[config.mk]
export PLATFORM = sky130hd
export DESIGN_NAME = lab4_sramword_ctrl
export DESIGN_NICKNAME = d
export VERILOG_FILES = /design/src/rtl/lab4_sramword_pkg.sv /design/src/rtl/lab4_sramword_phase_cnt.sv /design/src/rtl/lab4_sramword_ctrl.sv
export SDC_FILE = /design/constraint.sdc
export NUM_CORES = 1
export LEC_CHECK = 0
export ABC_CLOCK_PERIOD_IN_PS = 1840
export BUFFER_PORTS_ARGS = -buffer_cell sky130_fd_sc_hd__buf_2
export CAP_MARGIN = 20
export CORE_AREA = 4 4 55 57
export CTS_BUF_LIST = sky130_fd_sc_hd__clkbuf_8 sky130_fd_sc_hd__clkbuf_16
export CTS_CLUSTER_DIAMETER = 200
export DETAILED_ROUTE_END_ITERATION = 16
export DIE_AREA = 0 0 59 61
export GPL_ROUTABILITY_DRIVEN = 0
export GPL_TIMING_DRIVEN = 0
export PLACE_DENSITY = 0.75
export SETUP_SLACK_MARGIN = 0.05
export SLEW_MARGIN = 20
export SYNTH_ARGS = -nofsm -noshare
export SYNTH_HDL_FRONTEND = slang
export SYNTH_SLANG_ARGS = --single-unit
[constraint.sdc]
create_clock -name clk -period 1.84 [get_ports clk]
set_input_delay 0.276 -clock clk [delete_from_list [all_inputs] [get_ports clk]]
set_output_delay 0.276 -clock clk [all_outputs]
set_load 0.1 [all_outputs]
[src/rtl/lab4_sramword_pkg.sv]
// Shared types and default sizing for the single-word SRAM access controller.
package lab4_sramword_pkg;

  typedef enum logic [2:0] {
    IDLE,
    PRE,
    ACC,
    SENSE,
    DONE
  } state_t;

  localparam int DEF_WORD_BITS    = 8;
  localparam int DEF_PRE_CYCLES   = 2;
  localparam int DEF_WL_CYCLES    = 2;
  localparam int DEF_SENSE_CYCLES = 1;

  function automatic int max3(input int a, input int b, input int c);
    int m;
    m = (a > b) ? a : b;
    return (m > c) ? m : c;
  endfunction

endpackage

[src/rtl/lab4_sramword_phase_cnt.sv]
// Loadable down-counter timing each FSM phase; last is high on the final cycle of a phase.
module lab4_sramword_phase_cnt #(
  parameter int CW = 2
) (
  input  logic          clk,
  input  logic          reset,
  input  logic          load,
  input  logic [CW-1:0] load_val,
  output logic          last
);

  logic [CW-1:0] cnt;

  always_ff @(posedge clk) begin
    if (reset) begin
      cnt <= '0;
    end else if (load) begin
      cnt <= load_val;
    end else if (cnt != '0) begin
      cnt <= cnt - CW'(1);
    end
  end

  assign last = (cnt == '0);

endmodule

[src/rtl/lab4_sramword_ctrl.sv]
// Access sequencer for one analog SRAM word: precharge, wordline, write drive, sense, capture.
// Define SRAMWORD_WRITE_VERIFY_EN to add a read-back verify pass after every write.
module lab4_sramword_ctrl
  import lab4_sramword_pkg::*;
#(
  parameter int WORD_BITS    = DEF_WORD_BITS,
  parameter int PRE_CYCLES   = DEF_PRE_CYCLES,
  parameter int WL_CYCLES    = DEF_WL_CYCLES,
  parameter int SENSE_CYCLES = DEF_SENSE_CYCLES
) (
  input  logic                 clk,
  input  logic                 reset,
  input  logic                 wordline,
  input  logic                 wen,
  input  logic [WORD_BITS-1:0] data_in,
  input  logic [WORD_BITS-1:0] sa_out,
  output logic                 pre_en,
  output logic                 wl_en,
  output logic                 wdrv_en,
  output logic [WORD_BITS-1:0] wdata,
  output logic                 sae,
  output logic [WORD_BITS-1:0] data_out,
  output logic                 rd_valid,
  output logic                 busy,
  output logic                 wr_err
);

  localparam int CW = $clog2(max3(PRE_CYCLES, WL_CYCLES, SENSE_CYCLES) + 1);

  state_t        state, nxt;
  logic          wen_q;
  logic          load, last;
  logic [CW-1:0] load_val;
`ifdef SRAMWORD_WRITE_VERIFY_EN
  logic          vfy, vfy_nxt;
`endif

  lab4_sramword_phase_cnt #(.CW(CW)) u_phase_cnt (
    .clk      (clk),
    .reset    (reset),
    .load     (load),
    .load_val (load_val),
    .last     (last)
  );

  always_comb begin
    nxt      = state;
    load_val = '0;
`ifdef SRAMWORD_WRITE_VERIFY_EN
    vfy_nxt  = vfy;
`endif
    case (state)
      IDLE: if (wordline) begin
        nxt      = PRE;
        load_val = CW'(PRE_CYCLES - 1);
      end
      PRE: if (last) begin
        nxt      = ACC;
        load_val = CW'(WL_CYCLES - 1);
      end
      ACC: if (last) begin
        if (!wen_q) begin
          nxt      = SENSE;
          load_val = CW'(SENSE_CYCLES - 1);
        end
`ifdef SRAMWORD_WRITE_VERIFY_EN
        // First write pass re-precharges, then reads the cell back with drivers off.
        else if (!vfy) begin
          nxt      = PRE;
          vfy_nxt  = 1'b1;
          load_val = CW'(PRE_CYCLES - 1);
        end else begin
          nxt      = SENSE;
          load_val = CW'(SENSE_CYCLES - 1);
        end
`else
        else begin
          nxt = DONE;
        end
`endif
      end
      SENSE: if (last) nxt = DONE;
      DONE: begin
        nxt = IDLE;
`ifdef SRAMWORD_WRITE_VERIFY_EN
        vfy_nxt = 1'b0;
`endif
      end
      default: nxt = IDLE;
    endcase
  end

  // Every state change restarts the phase timer.
  assign load = (nxt != state);

  always_ff @(posedge clk) begin
    if (reset) begin
      state    <= IDLE;
      wen_q    <= 1'b0;
      pre_en   <= 1'b1;
      wl_en    <= 1'b0;
      wdrv_en  <= 1'b0;
      sae      <= 1'b0;
      busy     <= 1'b0;
      rd_valid <= 1'b0;
      wdata    <= '0;
      data_out <= '0;
`ifdef SRAMWORD_WRITE_VERIFY_EN
      vfy      <= 1'b0;
      wr_err   <= 1'b0;
`endif
    end else begin
      state <= nxt;
      if (state == IDLE && wordline) begin
        wen_q <= wen;
        wdata <= data_in;
      end
      // Outputs decode the state being entered so they line up with it.
      pre_en   <= (nxt == IDLE) || (nxt == PRE) || (nxt == DONE);
      wl_en    <= (nxt == ACC) || (nxt == SENSE);
      sae      <= (nxt == SENSE);
      busy     <= (nxt != IDLE);
      rd_valid <= (nxt == DONE) && !wen_q;
      if (state == SENSE && last && !wen_q) data_out <= sa_out;
`ifdef SRAMWORD_WRITE_VERIFY_EN
      vfy      <= vfy_nxt;
      wdrv_en  <= (nxt == ACC) && wen_q && !vfy_nxt;
      wr_err   <= (state == SENSE) && last && wen_q && (sa_out != wdata);
`else
      wdrv_en  <= (nxt == ACC) && wen_q;
`endif
    end
  end

`ifndef SRAMWORD_WRITE_VERIFY_EN
  assign wr_err = 1'b0;
`endif

endmodule

==> results.sh <==
export IMPL_run_status="complete, no violations"
export IMPL_gr_usage_all_layers=0.164
export IMPL_layout_nets=207
export IMPL_grt_util_met2=0.297
export IMPL_cpPeakStageDelay_ns=0.42
export IMPL_max_clock_path_buffers=2
export IMPL_timing_worst_setup_path_type="reg -> reg"
export IMPL_count_of_routing_violations_after_the_opening_detailed_route_iteration=48
export IMPL_total_of_max_cap_violations=0
export IMPL_port_buffers=41
export IMPL_syn_nets=160
export IMPL_drt_pre_antenna_iters=4
export IMPL_clock_tree_root_cell="sky130_fd_sc_hd__clkbuf_8"
export IMPL_fp_dieH_um=61
export IMPL_post_synth_main_area_contributors="sky130_fd_sc_hd__dfxtp_1 48%, sky130_fd_sc_hd__a21oi_1 7.7%, sky130_fd_sc_hd__nand2_1 6.7%, sky130_fd_sc_hd__o21ai_0 4.7%, sky130_fd_sc_hd__nand3_1 4.3%"
export IMPL_hold_violations=0
export IMPL_ioPinCount=43
export IMPL_detail_route_drc_violations=0
export IMPL_worst_hold_path_type="in -> reg"
export IMPL_global_route_peak_usage_layer="met2"
export IMPL_cell_area_after_synthesis_um2=1170
export IMPL_drive_gt1_frac=0.299
export IMPL_route_antenna_remaining_nets=0
export IMPL_synthMostInstantiatedCell="sky130_fd_sc_hd__dfxtp_1"
export IMPL_cp_required_ns=2.06
export IMPL_synthCells=138
export IMPL_rows=18
export IMPL_core_area_um2=2480
export IMPL_vias_per_cell=5.35
export IMPL_ys_seq_area_frac=0.478
export IMPL_grt_start_max_net_pins=17
export IMPL_leakagePower_uw=0.000682
export IMPL_slowest_stage="sky130_fd_sc_hd__or3b_1"
export IMPL_synthArstFlopShare=0
export IMPL_max_slew_worst_pin_slew_ns=0.608
export IMPL_post_synth_top_area_cell="sky130_fd_sc_hd__dfxtp_1"
export IMPL_finalCritPeriodShare=0.864
export IMPL_antenna_diode_count=0
export IMPL_cts_inserted_buffers=3
export IMPL_detailedPlacementHpwl_um=2120
export IMPL_synth_lib_cells_used_distinct=34
export IMPL_clk_pin_slew_ns=0.10
export IMPL_avgSynthCellArea_um2=8.50
export IMPL_post_synth_most_frequent_cells="28 x sky130_fd_sc_hd__dfxtp_1, 21 x sky130_fd_sc_hd__nand2_1, 18 x sky130_fd_sc_hd__a21oi_1"
export IMPL_cp_data_arrival_time_ns=1.81
export IMPL_number_of_enable_flip_flop_cells_after_synthesis=0
export IMPL_clock_sinks=28
export IMPL_initial_core_utilization=0.474
export IMPL_cts_htree_levels=1
export IMPL_ys_warnings_count=0
export IMPL_worst_skew_pair_late_latency_ns=0.28
export IMPL_grt_setup_unrepaired="false"
export IMPL_final_min_clock_period_ns=1.59
export IMPL_drt_wirelength_per_cell_um=13.2
export IMPL_grt_antenna_before_repair=0
export IMPL_grt_pass1_wl_um=4490
export IMPL_cts_resized=0
export IMPL_synth_top_flop_cell="sky130_fd_sc_hd__dfxtp_1"
export IMPL_timing_critical_path_fanout_max=10
export IMPL_critical_path_startpoint_type="flop"
export IMPL_worst_case_clock_skew_ns=0.00389
export IMPL_grt_use_met1=0.183
export IMPL_synth_largest_type_area_fraction=0.478
export IMPL_finalSetupTns_ns=0
export IMPL_post_place_ws_ns=0.225
export IMPL_postSynthRegisterBits=28
export IMPL_num_vias=1144
export IMPL_crit_path_end_kind="flop"
export IMPL_power_per_cell_area_nw_per_um2=1440
export IMPL_area_delta_synth_final_pct=27.4
export IMPL_crit_family="simple AND/OR/NAND/NOR gates"
export IMPL_fmax_ghz=0.629
export IMPL_clock_tree_from_tritoncts="built"
export IMPL_global_route_overflow_total=0
export IMPL_final_max_slew_viol_count=0
export IMPL_timing_max_slew_rel_slack=0.593
export IMPL_irDropWorstVdd_mv=0.873
export IMPL_report_final_setup_viol=0
export IMPL_die_ar_um2=3600
export IMPL_timing_critical_path_cells="inv_1, ha_1, buf_2, or3b_1, o311ai_1, and3_1"
export IMPL_wl_um=2830
export IMPL_chipWidth_um=59
export IMPL_vias_in_the_first_global_route=1076
export IMPL_met3_usage=0.0298
export IMPL_critical_path_buf_inv_count=2
export IMPL_finalWorstSetupSlack_ns=0.249
## final timing paths
check        cells past startpoint                       startpoint  slack, ns                         endpoint
max                              6  u_phase_cnt.cnt[0]$_SDFFE_PP0P_       0.25  u_phase_cnt.cnt[1]$_SDFFE_PP0P_
min                              3                       data_in[2]       0.23            wdata[2]$_SDFFE_PP0N_
max reg2reg                      6  u_phase_cnt.cnt[0]$_SDFFE_PP0P_       0.25  u_phase_cnt.cnt[1]$_SDFFE_PP0P_
min reg2reg                      2            wdata[5]$_SDFFE_PP0N_       0.46            wdata[5]$_SDFFE_PP0N_
## per-layer routing
layer	routed length, um	share of wire
met3	185	0.065
met4	45	0.016
met1	1140	0.40
met5	0	0
met2	1450	0.51
## cell families after synthesis
family,synth area share
flip-flops,0.478
adder cells (fa/ha/maj),0.0213
XOR/XNOR,0.0149
buffers and inverters,0.0565
multiplexers,0.00853
AND/OR/NAND/NOR,0.263
other,0.00320
AO/OA/AOI/OAI,0.155
## cell type report
cell class | count | area (um^2)
clock buffers | 3 | 41.3
flip-flops and latches | 28 | 561
inverters | 3 | 11.3
plain buffers | 10 | 55.1
multi-input cells | 97 | 547
repair buffers | 42 | 213
fillers | 230 | 982
well taps | 30 | 37.5
clock inverters | 1 | 30.0
## flip-flops by register name (all words and copies together) (netlist names)
name             flops
state                3
busy                 1
rd_valid             1
sae                  1
wdata                8
u_phase_cnt.cnt      2
wdrv_en              1
data_out             8
wl_en                1
pre_en               1
wen_q                1
## stage by stage
step | power (uW) | hold slack [ns] | std cells | cell area [um^2] | utilization
global route | 2280 | 0.216 | 214 | 1500 | 0.604
global placement | 1650 | 0.440 | 209 | 1420 | 0.572
floorplan | 1520 | 0.396 | 138 | 1170 | -
detailed placement | 1680 | 0.448 | 209 | 1420 | 0.572
finish | 2160 | 0.226 | 214 | 1500 | 0.604
CTS | 2170 | 0.222 | 213 | 1490 | 0.601
## what timing repair did
| action | CTS | global route |
|---|---|---|
| setup endpoints to repair | 0 | 6 |
| hold buffers | 0 | 0 |
| setup buffers | 0 | 1 |
## worst min-delay path, cell delays in order
cell                      delay (ns)
sky130_fd_sc_hd__buf_2          0.09
sky130_fd_sc_hd__nand2_1        0.04
sky130_fd_sc_hd__a21oi_1        0.05
## placed cells by master (no fill, tap or decap), types with 2 or more instances in the layout
| cell | Yosys | routed |
|---|---|---|
| sky130_fd_sc_hd__and3_1 | 2 | 2 |
| sky130_fd_sc_hd__buf_2 | 5 | 46 |
| sky130_fd_sc_hd__clkbuf_8 | 0 | 3 |
| sky130_fd_sc_hd__o21ai_0 | 11 | 11 |
| sky130_fd_sc_hd__nand3_1 | 10 | 10 |
| sky130_fd_sc_hd__a21oi_1 | 18 | 18 |
| sky130_fd_sc_hd__dfxtp_1 | 28 | 28 |
| sky130_fd_sc_hd__nand2b_1 | 2 | 2 |
| sky130_fd_sc_hd__nor3_1 | 3 | 3 |
| sky130_fd_sc_hd__inv_1 | 3 | 3 |
| sky130_fd_sc_hd__clkbuf_1 | 3 | 3 |
| sky130_fd_sc_hd__nand2_1 | 21 | 21 |
| sky130_fd_sc_hd__nor2b_1 | 3 | 3 |
| sky130_fd_sc_hd__ha_1 | 2 | 2 |
| sky130_fd_sc_hd__nor2_1 | 7 | 7 |
| sky130_fd_sc_hd__buf_4 | 1 | 2 |
## where the power goes
| group | internal [uW] | switching, uW |
|---|---|---|
| Combinational | 245 | 683 |
| Clock | 291 | 192 |
| Sequential | 690 | 57.5 |
| Total | 1230 | 933 |
Note: power is estimated with default switching activity, not from simulation.
